<file path="src/rtl/beat_clock_gen.sv">
// Tempo source: captures a clamped BPM, divides CLK_HZ*30 by it to get the
// eighth-note period, then emits a run-gated tick and slow_clk square wave.
module beat_clock_gen #(
   parameter int CLK_HZ  = 50000000,
   parameter int CNT_W   = 32,
   parameter int BPM_W   = 8,
   parameter int MIN_BPM = 30,
   parameter int MAX_BPM = 240
) (
   input  logic             clk,
   input  logic             reset,
   input  logic             ld_bpm,
   input  logic [BPM_W-1:0] bpm_in,
   input  logic             run,
   output logic             tick,
   output logic             slow_clk,
   output logic             busy,
   output logic [BPM_W-1:0] bpm_q,
   output logic             bpm_err
);
   localparam int               IT_W     = $clog2(CNT_W + 1);
   localparam logic [CNT_W-1:0] DIVIDEND = CNT_W'(64'(CLK_HZ) * 64'd30);
   localparam logic [BPM_W-1:0] MIN_B    = BPM_W'(MIN_BPM);
   localparam logic [BPM_W-1:0] MAX_B    = BPM_W'(MAX_BPM);

   typedef enum logic [1:0] {S_IDLE, S_DIV, S_READY} state_t;

   state_t           r_state;
   logic             r_tick, r_slow, r_busy, r_bpm_err;
   logic [BPM_W-1:0] r_bpm_q;
   logic [CNT_W-1:0] r_period, r_cnt, r_rem, r_quo;
   logic [IT_W-1:0]  r_iter;

   logic             w_lo, w_hi, w_fits;
   logic [BPM_W-1:0] w_clamp;
   logic [CNT_W:0]   w_divisor, w_rem_sh;
   logic [CNT_W-1:0] w_diff;

   assign w_lo    = bpm_in < MIN_B;
   assign w_hi    = bpm_in > MAX_B;
   assign w_clamp = w_lo ? MIN_B : (w_hi ? MAX_B : bpm_in);

   // One restoring-division step: shift the next dividend bit into the remainder.
   assign w_divisor = {{(CNT_W + 1 - BPM_W){1'b0}}, r_bpm_q};
   assign w_rem_sh  = {r_rem, r_quo[CNT_W-1]};
   assign w_fits    = w_rem_sh >= w_divisor;
   assign w_diff    = w_rem_sh[CNT_W-1:0] - w_divisor[CNT_W-1:0];

   always_ff @(posedge clk) begin
      if (reset) begin
         r_state   <= S_IDLE;
         r_tick    <= 1'b0;
         r_slow    <= 1'b0;
         r_busy    <= 1'b0;
         r_bpm_q   <= '0;
         r_bpm_err <= 1'b0;
         r_period  <= '0;
         r_cnt     <= '0;
         r_rem     <= '0;
         r_quo     <= '0;
         r_iter    <= '0;
      end else if (ld_bpm) begin
         r_state   <= S_DIV;
         r_bpm_q   <= w_clamp;
         r_bpm_err <= w_lo | w_hi;
         r_busy    <= 1'b1;
         r_tick    <= 1'b0;
         r_slow    <= 1'b0;
         r_cnt     <= '0;
         r_rem     <= '0;
         r_quo     <= DIVIDEND;
         r_iter    <= '0;
      end else begin
         case (r_state)
            S_DIV: begin
               r_tick <= 1'b0;
               r_slow <= 1'b0;
               if (r_iter == IT_W'(CNT_W)) begin
                  r_period <= r_quo;
                  r_cnt    <= '0;
                  r_busy   <= 1'b0;
                  r_state  <= S_READY;
               end else begin
                  r_iter <= r_iter + IT_W'(1);
                  r_rem  <= w_fits ? w_diff : w_rem_sh[CNT_W-1:0];
                  r_quo  <= {r_quo[CNT_W-2:0], w_fits};
               end
            end
            S_READY: begin
               if (run) begin
                  r_tick <= (r_cnt == '0);
                  r_slow <= (r_cnt < (r_period >> 1));
                  r_cnt  <= (r_cnt == r_period - CNT_W'(1)) ? '0 : r_cnt + CNT_W'(1);
               end else begin
                  // Pausing drops the partial beat; resuming starts a fresh one.
                  r_tick <= 1'b0;
                  r_slow <= 1'b0;
                  r_cnt  <= '0;
               end
            end
            default: begin
               r_tick <= 1'b0;
               r_slow <= 1'b0;
            end
         endcase
      end
   end

   assign tick     = r_tick;
   assign slow_clk = r_slow;
   assign busy     = r_busy;
   assign bpm_q    = r_bpm_q;
   assign bpm_err  = r_bpm_err;
endmodule

</file>
<file path="config.mk">
export PLATFORM = sky130hd
export DESIGN_NAME = beat_clock_gen
export DESIGN_NICKNAME = d
export VERILOG_FILES = /design/src/rtl/beat_clock_gen.sv
export SDC_FILE = /design/constraint.sdc
export NUM_CORES = 1
export LEC_CHECK = 0
export ABC_AREA = 1
export BUFFER_PORTS_ARGS = -buffer_cell sky130_fd_sc_hd__buf_2
export CORE_ASPECT_RATIO = 1.25
export CORE_MARGIN = 3
export CORE_UTILIZATION = 60
export CTS_BUF_LIST = sky130_fd_sc_hd__clkbuf_4
export DETAILED_ROUTE_END_ITERATION = 12
export MAX_ROUTING_LAYER = met4
export PLACE_DENSITY_LB_ADDON = 0.12
export SLEW_MARGIN = 30
export SYNTH_ARGS = -nofsm -noshare
export SYNTH_HDL_FRONTEND = slang
export SYNTH_SLANG_ARGS = --single-unit
</file>
<file path="constraint.sdc">
create_clock -name clk -period 3.9 [get_ports clk]
set_input_delay 0.585 -clock clk [delete_from_list [all_inputs] [get_ports clk]]
set_output_delay 0.585 -clock clk [all_outputs]
set_load 0.01 [all_outputs]
</file>
==> results of run 1 <==
## report_power, final
| group | total (W) | internal [W] | switching [W] |
|---|---|---|---|
| combinational | 0.000536 | 0.000185 | 0.000351 |
| clock | 0.00106 | 0.000460 | 0.000603 |
| sequential | 0.00158 | 0.00155 | 0.0000383 |
## cell usage in the layout, fill, tap and decap left out, drive strengths merged, types with 3 or more instances in the layout
cell    Yosys  final
a21oi     132    132
a31oi       6      6
buf        13     35
bufinv      0      3
clkbuf     48     18
clkinv      2      7
dfxtp     147    147
ha         43     43
inv       199    203
nand2     317    317
nand3     108    108
nand3b      7      7
nand4      34     34
nor2      213    213
nor3       32     32
nor4       10     10
o211ai     12     12
o21a        4      4
o21ai     128    128
o21bai      3      3
or2         7      7
xnor2      14     14
xor2       54     54
## cells by family after synthesis
logic type / count (synthesis) / share of synthesized area (%)
AO/OA/AOI/OAI: 294 / 15.78
adder cells (fa/ha/maj): 44 / 5.631
buffers and inverters: 262 / 10.32
flip-flops: 147 / 29.70
multiplexers: 1 / 0.1010
XOR/XNOR: 68 / 6.010
AND/OR/NAND/NOR: 731 / 32.46
## layout make-up
| type | instances | area, µm² |
|---|---|---|
| fillers | 1546 | 5446 |
| clock buffers | 18 | 135.1 |
| repair buffers | 35 | 205.2 |
| clock inverters | 14 | 176.4 |
| flip-flops and latches | 147 | 2943 |
| diodes | 1 | 2.502 |
| inverters | 201 | 754.5 |
| well taps | 212 | 265.3 |
| multi-input cells | 1138 | 5961 |
## per-layer routing
metal | vias to the layer above | share of wire [%] | GRT usage (%)
li1 | 5025 | - | -
met1 | 4462 | 42 | 38.47
met2 | 271 | 50 | 54.97
met3 | 72 | 4.4 | 3.554
met4 | 0 | 3.9 | 13.66
met5 | - | 0 | -
## per-stage QoR
stage                     power [W]  setup slack (ns)  cell area [µm²]  instances
after floorplan            0.002004             1.657             9910       1547
after global placement     0.002140             1.024            10120       1733
after detailed placement   0.002148            0.9269            10120       1733
after CTS                  0.003185            0.9155            10430       1765
after global routing       0.003336            0.5441            10440       1766
final                      0.003183            0.9136            10440       1766
## worst paths after layout
kind / cells past startpoint / start / end
max: 13 / r_period[0]$_SDFFE_PP0P_ / r_cnt[4]$_SDFFE_PP0P_
min: 3 / bpm_in[0] / bpm_q[0]$_SDFFE_PP0P_
max reg2reg: 13 / r_period[0]$_SDFFE_PP0P_ / r_cnt[4]$_SDFFE_PP0P_
min reg2reg: 2 / r_quo[7]$_SDFFE_PP0P_ / r_quo[7]$_SDFFE_PP0P_
## sequential cells by signal (all words and copies together) (netlist names), 2 cells and up
signal and flops:
bpm_q 8, r_cnt 32, r_iter 6, r_period 32, r_quo 32, r_rem 32
r_state 2
## critical path, delay by kind of cell (launching register included)
family	cells	cell delay, ns
AND/OR/NAND/NOR	9	1.78
buffers and inverters	1	0.19
adder cells (fa/ha/maj)	1	0.27
flip-flops	1	0.33
AO/OA/AOI/OAI	2	0.28
==> flow_summary.yaml, run 1 <==
run_status:
  outcome: "complete, no violations"
detailed_routing:
  vias: 9830
  drtPass1Iterations: 6
  drt_iter0_markers: 670
  routed_wl_mm: 27.65
  drt.antenna.violating_nets: 0
  via_per_inst: 5.566
  route.detailed.drc: 0
  wl_per_cell_um: 15.66
clock_network:
  clock_sinks: 147
  clk_pin_slew_worst_paths_ns: 0.14
  cts-root-buf: "clkbuf_4"
  postCtsSetupRepairBufs: 0
  hold_buffers: 0
  cts_tree: "built"
  h-tree-depth: 4
  clockBufferDepth: 2
  cts_buffers: 17
  worstSkewPairLatency_ns: 0.58
  ctsResizeCount: 0
sta:
  skew_ns: 0.04455
  setup_violations: 0
  finalHoldViolCount: 0
  slew_viol_final: 0
  rsz0062_at_grt: "false"
  worst_slew_pin_slew_ns: 0.8578
  slew-limit-headroom_pct: 42.29
  whs_ns: 0.2682
  period_needed_ns: 2.986
  tns_ns: 0
  fmax_mhz: 334.8
  post-route-period-util_pct: 76.58
power:
  irDropWorstVdd_uv: 235.8
  powerDensity_nw_per_um2: 304.8
  cellLeakagePower_nw: 4.849
setup_path:
  cp-start-kind: "register"
  cp_data_required_time_ns: 4.35
  crit_path_end_kind: "register"
  path_max_fanout: 25
  cp_slowest_stage_delay_ns: 0.36
  crit_path_frequent_cell: "nand2_1"
  slowest_stage: "nor2_4"
  criticalPathCategory: "reg -> reg"
  r2r_slack_ns: 0.91
  worstPathArrival_ns: 3.43
  path_cells: "inv_1 > ha_1 > nand2_2 > nor2_4 > nand3_1 > o21ai_0 > nand2_1 > nor2_1 > nand2_1 > nor2_2 > nand3_4 > nand2_1 > a21oi_1"
global_routing:
  grt_usage_pct: 32.20
  grt_max_degree: 61
  overflow: 0
  antenna_found_initial: 1
  grt_pass1_vias: 9240
  grt_pass1_wl_mm: 45.53
logic_synthesis:
  yosysSeqAreaShare_pct: 29.70
  synth-seq-cells: 147
  synthTopCellsByArea: "dfxtp_1 (30%), nand2_1 (12%), nor2_1 (7.5%), inv_1 (7.5%), a21oi_1 (6.6%)"
  synth_ff_type: "dfxtp_1"
  syn_area_per_cell_um2: 6.406
  synth_common_cells: "nand2_1 (312), nor2_1 (199), inv_1 (198)"
  synth_top_cell_by_area: "dfxtp_1"
  synth_most_common_cell: "nand2_1"
  yosysWarnings: 0
  netlist.area_leader.share_pct: 29.70
  synth.distinct_cells: 47
  syn-cell-area_um2: 9910
  synth_nets: 1603
  syn_inst: 1547
  async_flop_share_pct: 0
  synth_edf_count: 0
layout:
  final_util_pct: 65.72
  nets: 1596
  drive_gt1_share_pct: 7.276
  synthToLayoutAreaGrowth_pct: 5.379
floorplanning:
  die_h_um: 149.7
  start_util_pct: 62.37
  fp-row-count: 51
  die_w_um: 120.9
  ios: 24
  coreArea_um2: 15890
  die-area_um2: 18100
hold_path:
  worstHoldPathType: "in -> reg"
placed_design:
  place.port_buffers: 23
  gp_congestion: 1.026
  hpwl_mm: 21.74
flow_run:
  max_cap_viol_count: 0
Note: power is estimated with default switching activity, not from simulation.
==> run 2, diff against run 1 <==
clock period = 3.1 ns   (was 3.9 ns; I/O delays follow)
==> flow_summary.yaml, run 2 (synthesis gave the netlist of run 1 again) <==
placed_design:
  gp_congestion: 0.9786
  place.port_buffers: 23
  hpwl_mm: 22.14
  post-place-ws_ns: 0.3127
detailed_routing:
  top_layer: "met4"
  drt.antenna.violating_nets: 0
  drtPass1Iterations: 6
  vias: 10103
  wl_per_cell_um: 15.97
  routed_wl_mm: 28.47
  route.met3.wl_mm: 1.503
  via_per_inst: 5.666
  wl_met2_mm: 13.80
  drt_iter0_markers: 702
  wl_met1_mm: 11.35
  route.detailed.drc: 0
clock_network:
  clock_sinks: 147
  postCtsSetupRepairBufs: 0
  ctsResizeCount: 0
  cts-root-buf: "clkbuf_4"
  cts_buffers: 17
  clockBufferDepth: 2
  h-tree-depth: 4
  cts_tree: "built"
  hold_buffers: 0
  clk_pin_slew_worst_paths_ns: 0.14
  worstSkewPairLatency_ns: 0.58
sta:
  slew-limit-headroom_pct: 39.87
  fin_ws_ns: 0.4117
  period_needed_ns: 2.688
  worst_slew_pin_slew_ns: 0.8937
  rsz0062_at_grt: "false"
  fmax_mhz: 372.0
  skew_ns: 0.03217
  post-route-period-util_pct: 86.72
  tns_ns: 0
  setup_violations: 0
  finalHoldViolCount: 0
  slew_viol_final: 0
global_routing:
  overflow: 0
  grt_pass1_vias: 9567
  antenna_found_initial: 1
  grt_usage_pct: 33.15
  grt_max_degree: 80
  grt_pass1_wl_mm: 46.40
layout:
  synthToLayoutAreaGrowth_pct: 6.705
  final_cell_mix: "nand2_1 (312), inv_1 (197), nor2_1 (197)"
  drive_gt1_share_pct: 8.280
  layout_commonest_cell: "nand2_1"
  nets: 1613
  fillers: 1534
setup_path:
  cp_data_required_time_ns: 3.54
  crit_path_end_kind: "register"
  path_cells: "nor2_2 > nand2_2 > nor2_2 > nand2_1 > o21ai_1 > o21ai_0 > nor2_1 > nand2_1 > nor2_2 > nand3_4 > nand2_1 > a21oi_1"
  crit_start: "r_period[2]$_SDFFE_PP0P_"
  cp_slowest_stage_delay_ns: 0.42
  slowest_stage: "nor2_2"
  cp-start-kind: "register"
  r2r_cells: 12
  r2r_slack_ns: 0.41
  criticalPathCategory: "reg -> reg"
  critPathCapture: "r_cnt[4]$_SDFFE_PP0P_"
  worstReg2RegEnd: "r_cnt[4]$_SDFFE_PP0P_"
  reg2reg_from: "r_period[2]$_SDFFE_PP0P_"
  path_max_fanout: 14
  worstPathArrival_ns: 3.13
run_status:
  outcome: "complete, no violations"
hold_path:
  worstHoldPathType: "in -> reg"
floorplanning:
  ios: 24
  die-area_um2: 18100
  die_w_um: 120.9
  coreArea_um2: 15890
  die_h_um: 149.7
  start_util_pct: 62.37
  fp-row-count: 51
power:
  total_power_w: 0.003883
  powerDensity_nw_per_um2: 367.2
  cellLeakagePower_nw: 4.935
  irDropWorstVdd_uv: 270.6
flow_run:
  max_cap_viol_count: 0
run 2: cell count changes in the layout (fill, tap and decap cells not counted), sizes merged:
cell,delta
bufinv,-2
buf,+17
inv,+2
clkinv,-1
clkinvlp,+1
run 2: area by class of cell:
cell class	instances	area (µm²)	area share (%)
Sequential cell	147	2943	27.83
Timing Repair Buffer	52	370.4	3.503
Inverter	201	754.5	7.135
Multi-Input combinational cell	1138	5954	56.31
Clock buffer	18	135.1	1.278
Clock inverter	14	148.9	1.408
Antenna cell	1	2.502	0.02367
Tap cell	212	265.3	2.509
run 2: per-layer routing:
metal / global-route usage, % / vias up
met5: - / -
met4: 19.84 / 0
met3: 4.348 / 115
met2: 55.69 / 321
met1: 37.56 / 4592
li1: - / 5075
run 2: through the flow:
| step | util (%) | hold WS, ns | std cells | area (µm²) |
|---|---|---|---|---|
| global route | 66.55 | 0.1009 | 1783 | 10570 |
| finish | 66.55 | 0.1433 | 1783 | 10570 |
| floorplan | - | 0.4447 | 1547 | 9910 |
| detailed placement | 64.48 | 0.4652 | 1746 | 10240 |
| CTS | 66.27 | 0.1028 | 1778 | 10530 |
| global placement | 64.48 | 0.4568 | 1746 | 10240 |
run 2: worst min-delay path by stage:
stage,start,endpoint,slack (ns),depth (start not counted)
final,bpm_in[5],bpm_q[5]$_SDFFE_PP0P_,0.14,3
after global routing,bpm_in[5],bpm_q[5]$_SDFFE_PP0P_,0.10,3
after CTS,bpm_in[5],bpm_q[5]$_SDFFE_PP0P_,0.10,3
after detailed placement,r_quo[7]$_SDFFE_PP0P_,r_quo[7]$_SDFFE_PP0P_,0.47,2
after global placement,r_quo[26]$_SDFFE_PP0P_,r_quo[26]$_SDFFE_PP0P_,0.46,2
after floorplan,r_quo[12]$_SDFFE_PP0P_,r_quo[12]$_SDFFE_PP0P_,0.44,2
run 2: critical path: cells and delay by family, from the launching register on:
kind,cells,cell delay (ns)
compound gates,3,0.47
simple gates,9,1.69
flops,1,0.39
run 2: report_power, final:
part	total, W	internal (W)	switching [W]	leakage [nW]
Combinational	0.000671	0.000240	0.000431	3.59
Sequential	0.00199	0.00195	0.0000436	1.20
Clock	0.00122	0.000433	0.000790	0.147
==> run 3, diff against run 2 <==
ABC_AREA = not set   (was 1)
==> flow_summary.yaml, run 3 <==
sta:
  whs_ns: 0.1412
  rsz0062_at_grt: "true"
  setup_violations: 31
  fmax_mhz: 295.2
  slew-limit-headroom_pct: 42.68
  finalHoldViolCount: 0
  fin_ws_ns: -0.2874
  slew_viol_final: 0
  worst_slew_pin_slew_ns: 0.8478
  post-route-period-util_pct: 109.3
  period_needed_ns: 3.387
  skew_ns: 0.02376
placed_design:
  hpwl_mm: 17.23
  dpl_cell_area_um2: 9784
  place.port_buffers: 23
  gp_congestion: 0.9907
setup_path:
  worstPathArrival_ns: 3.87
  criticalPathCategory: "reg -> reg"
  path_max_fanout: 7
  cp_data_required_time_ns: 3.59
  r2r_slack_ns: -0.29
  r2r_cells: 9
  reg2reg_from: "r_period[3]$_SDFFE_PP0P_"
  crit_path_end_kind: "register"
  cp-start-kind: "register"
  worstReg2RegEnd: "r_cnt[29]$_SDFFE_PP0P_"
power:
  cellLeakagePower_nw: 4.252
  powerDensity_nw_per_um2: 367.9
  irDropWorstVdd_uv: 342.1
clock_network:
  clockBufferDepth: 2
  h-tree-depth: 4
  worstSkewPairLatency_ns: 0.59
  cts_tree: "built"
  cts_buffers: 17
  clk_pin_slew_worst_paths_ns: 0.14
  clock_sinks: 147
  cts-root-buf: "clkbuf_4"
detailed_routing:
  routed_wl_mm: 23.99
  drt_iter0_markers: 704
  wl_per_cell_um: 16.83
  vias: 8674
  drt.antenna.violating_nets: 0
  drtPass1Iterations: 7
  via_per_inst: 6.087
  route.detailed.drc: 0
global_routing:
  overflow: 0
  antenna_found_initial: 1
  grt_pass1_wl_mm: 39.67
  grt_pass1_vias: 8245
  grt_usage_pct: 31.02
  grt_max_degree: 99
flow_run:
  max_cap_viol_count: 0
logic_synthesis:
  synth_edf_count: 0
  synth_most_common_cell: "nand2_1"
  yosysWarnings: 0
  synthTopCellsByArea: "dfxtp_1 (34%), nand2_1 (6.3%), ha_1 (6.1%), a21oi_1 (5.5%), o21ai_0 (4.2%)"
  netlist.area_leader.share_pct: 33.54
  synth_ff_type: "dfxtp_1"
  synth_common_cells: "nand2_1 (148), dfxtp_1 (147), a21oi_1 (97)"
  synth_top_cell_by_area: "dfxtp_1"
  syn_inst: 1128
  yosysSeqAreaShare_pct: 33.54
  syn-cell-area_um2: 8775
  synth_nets: 1184
  syn_area_per_cell_um2: 7.779
  synth.distinct_cells: 70
  synth-seq-cells: 147
  async_flop_share_pct: 0
layout:
  multiInputGateArea_um2: 5610
  drive_gt1_share_pct: 19.94
  final_util_pct: 74.11
  layout_commonest_cell: "nand2_1"
  fillers: 1165
  nets: 1292
  final_cell_mix: "nand2_1 (146), dfxtp_1 (142), buf_4 (122)"
  finalInstanceArea_um2: 10420
  synthToLayoutAreaGrowth_pct: 18.69
  seq_area_um2: 2949
floorplanning:
  ios: 24
  die_w_um: 114.2
  start_util_pct: 62.44
  die-area_um2: 16120
  coreArea_um2: 14050
  die_h_um: 141.2
  fp-row-count: 48
hold_path:
  worstHoldPathType: "in -> reg"
  hold_start: "bpm_in[1]"
  hold_depth: 3
  holdPathEnd: "bpm_q[1]$_SDFFE_PP0P_"
run_status:
  outcome: "complete, but fails checks"
  violations: "negative setup slack"
[run 3: cell count changes in the layout (fill, tap and decap cells not counted), moves of 12 or more]
cell      previous run  this run
and3_1               0        15
nand2_1            312       146
xnor2_1             14        34
buf_4               26       122
a21o_1               2        21
nand3_1             96        25
nor2_2              13         1
xor2_1              54        40
a211oi_1             0        17
inv_1              197        51
a21oi_1            130        95
nor2_1             197        75
o21ai_0            124        66
[run 3: worst max-delay path, cell delays in order, from the launching register on]
cell and delay [ns]:
dfxtp_2 0.34, or4_4 0.52, or3_4 0.35, a2111oi_4 0.33
nand4_1 0.18, or4b_4 0.52, buf_4 0.15, or4_4 0.54
and3_4 0.20, o21a_1 0.15
[run 3: layer usage]
metal	track usage, %	part of all wire [%]
met1	38.26	43
met2	50.65	49
met3	4.251	4.5
met4	13.32	3.8
met5	-	0
[run 3: worst max path at each step]
stage	startpoint	end	cells past startpoint
floorplan	r_period[3]$_SDFFE_PP0P_	r_cnt[23]$_SDFFE_PP0P_	9
global placement	r_period[3]$_SDFFE_PP0P_	r_cnt[24]$_SDFFE_PP0P_	9
detailed placement	r_period[3]$_SDFFE_PP0P_	r_cnt[14]$_SDFFE_PP0P_	9
CTS	r_period[3]$_SDFFE_PP0P_	r_cnt[29]$_SDFFE_PP0P_	9
global route	r_period[3]$_SDFFE_PP0P_	r_cnt[29]$_SDFFE_PP0P_	9
finish	r_period[3]$_SDFFE_PP0P_	r_cnt[29]$_SDFFE_PP0P_	9
[run 3: final cells by class]
type                            instances  share of cell area [%]
Multi-Input combinational cell        863                   53.87
Sequential cell                       147                   28.32
Timing Repair Buffer                  155                   11.23
Tap cell                              175                   2.102
Inverter                               52                   1.874
Clock buffer                           19                   1.370
Clock inverter                         13                   1.213
Antenna cell                            1                 0.02403
[run 3: cells by family (layout without fill, tap and decap cells)]
group                    Yosys count  count (layout)  share of synthesized area [%]
AND/OR/NAND/NOR                  444             445                          25.92
AO/OA/AOI/OAI                    293             293                          20.69
flip-flops                       147             147                          33.54
buffers and inverters            119             239                          5.304
XOR/XNOR                          74              74                          7.386
adder cells (fa/ha/maj)           44              44                          6.360
multiplexers                       7               7                         0.7985
other                              0               1                              0
[run 3: repair_timing]
item,in CTS,in global routing
gates cloned,2,1
buffers inserted,8,3
endpoints found under the setup margin,33,50
resized for setup,31,27
hold buffers,0,0
pin swaps,19,31
[run 3: power by group]
group | internal [W] | switching, W | total (W)
combinational | 0.000290 | 0.000380 | 0.000671
clock | 0.000425 | 0.000757 | 0.00118
sequential | 0.00194 | 0.0000451 | 0.00198
total | 0.00265 | 0.00118 | 0.00383
[run 3: stage by stage]
step | std cells | power (W) | setup TNS, ns | setup WS, ns
after floorplan | 1128 | 0.002464 | -0.9963 | -0.1427
after global placement | 1379 | 0.002596 | -4.411 | -0.2761
after detailed placement | 1379 | 0.002608 | -5.673 | -0.3345
after CTS | 1420 | 0.003784 | -5.989 | -0.2620
after global routing | 1425 | 0.004009 | -8.871 | -0.3441
final | 1425 | 0.003832 | -6.376 | -0.2874
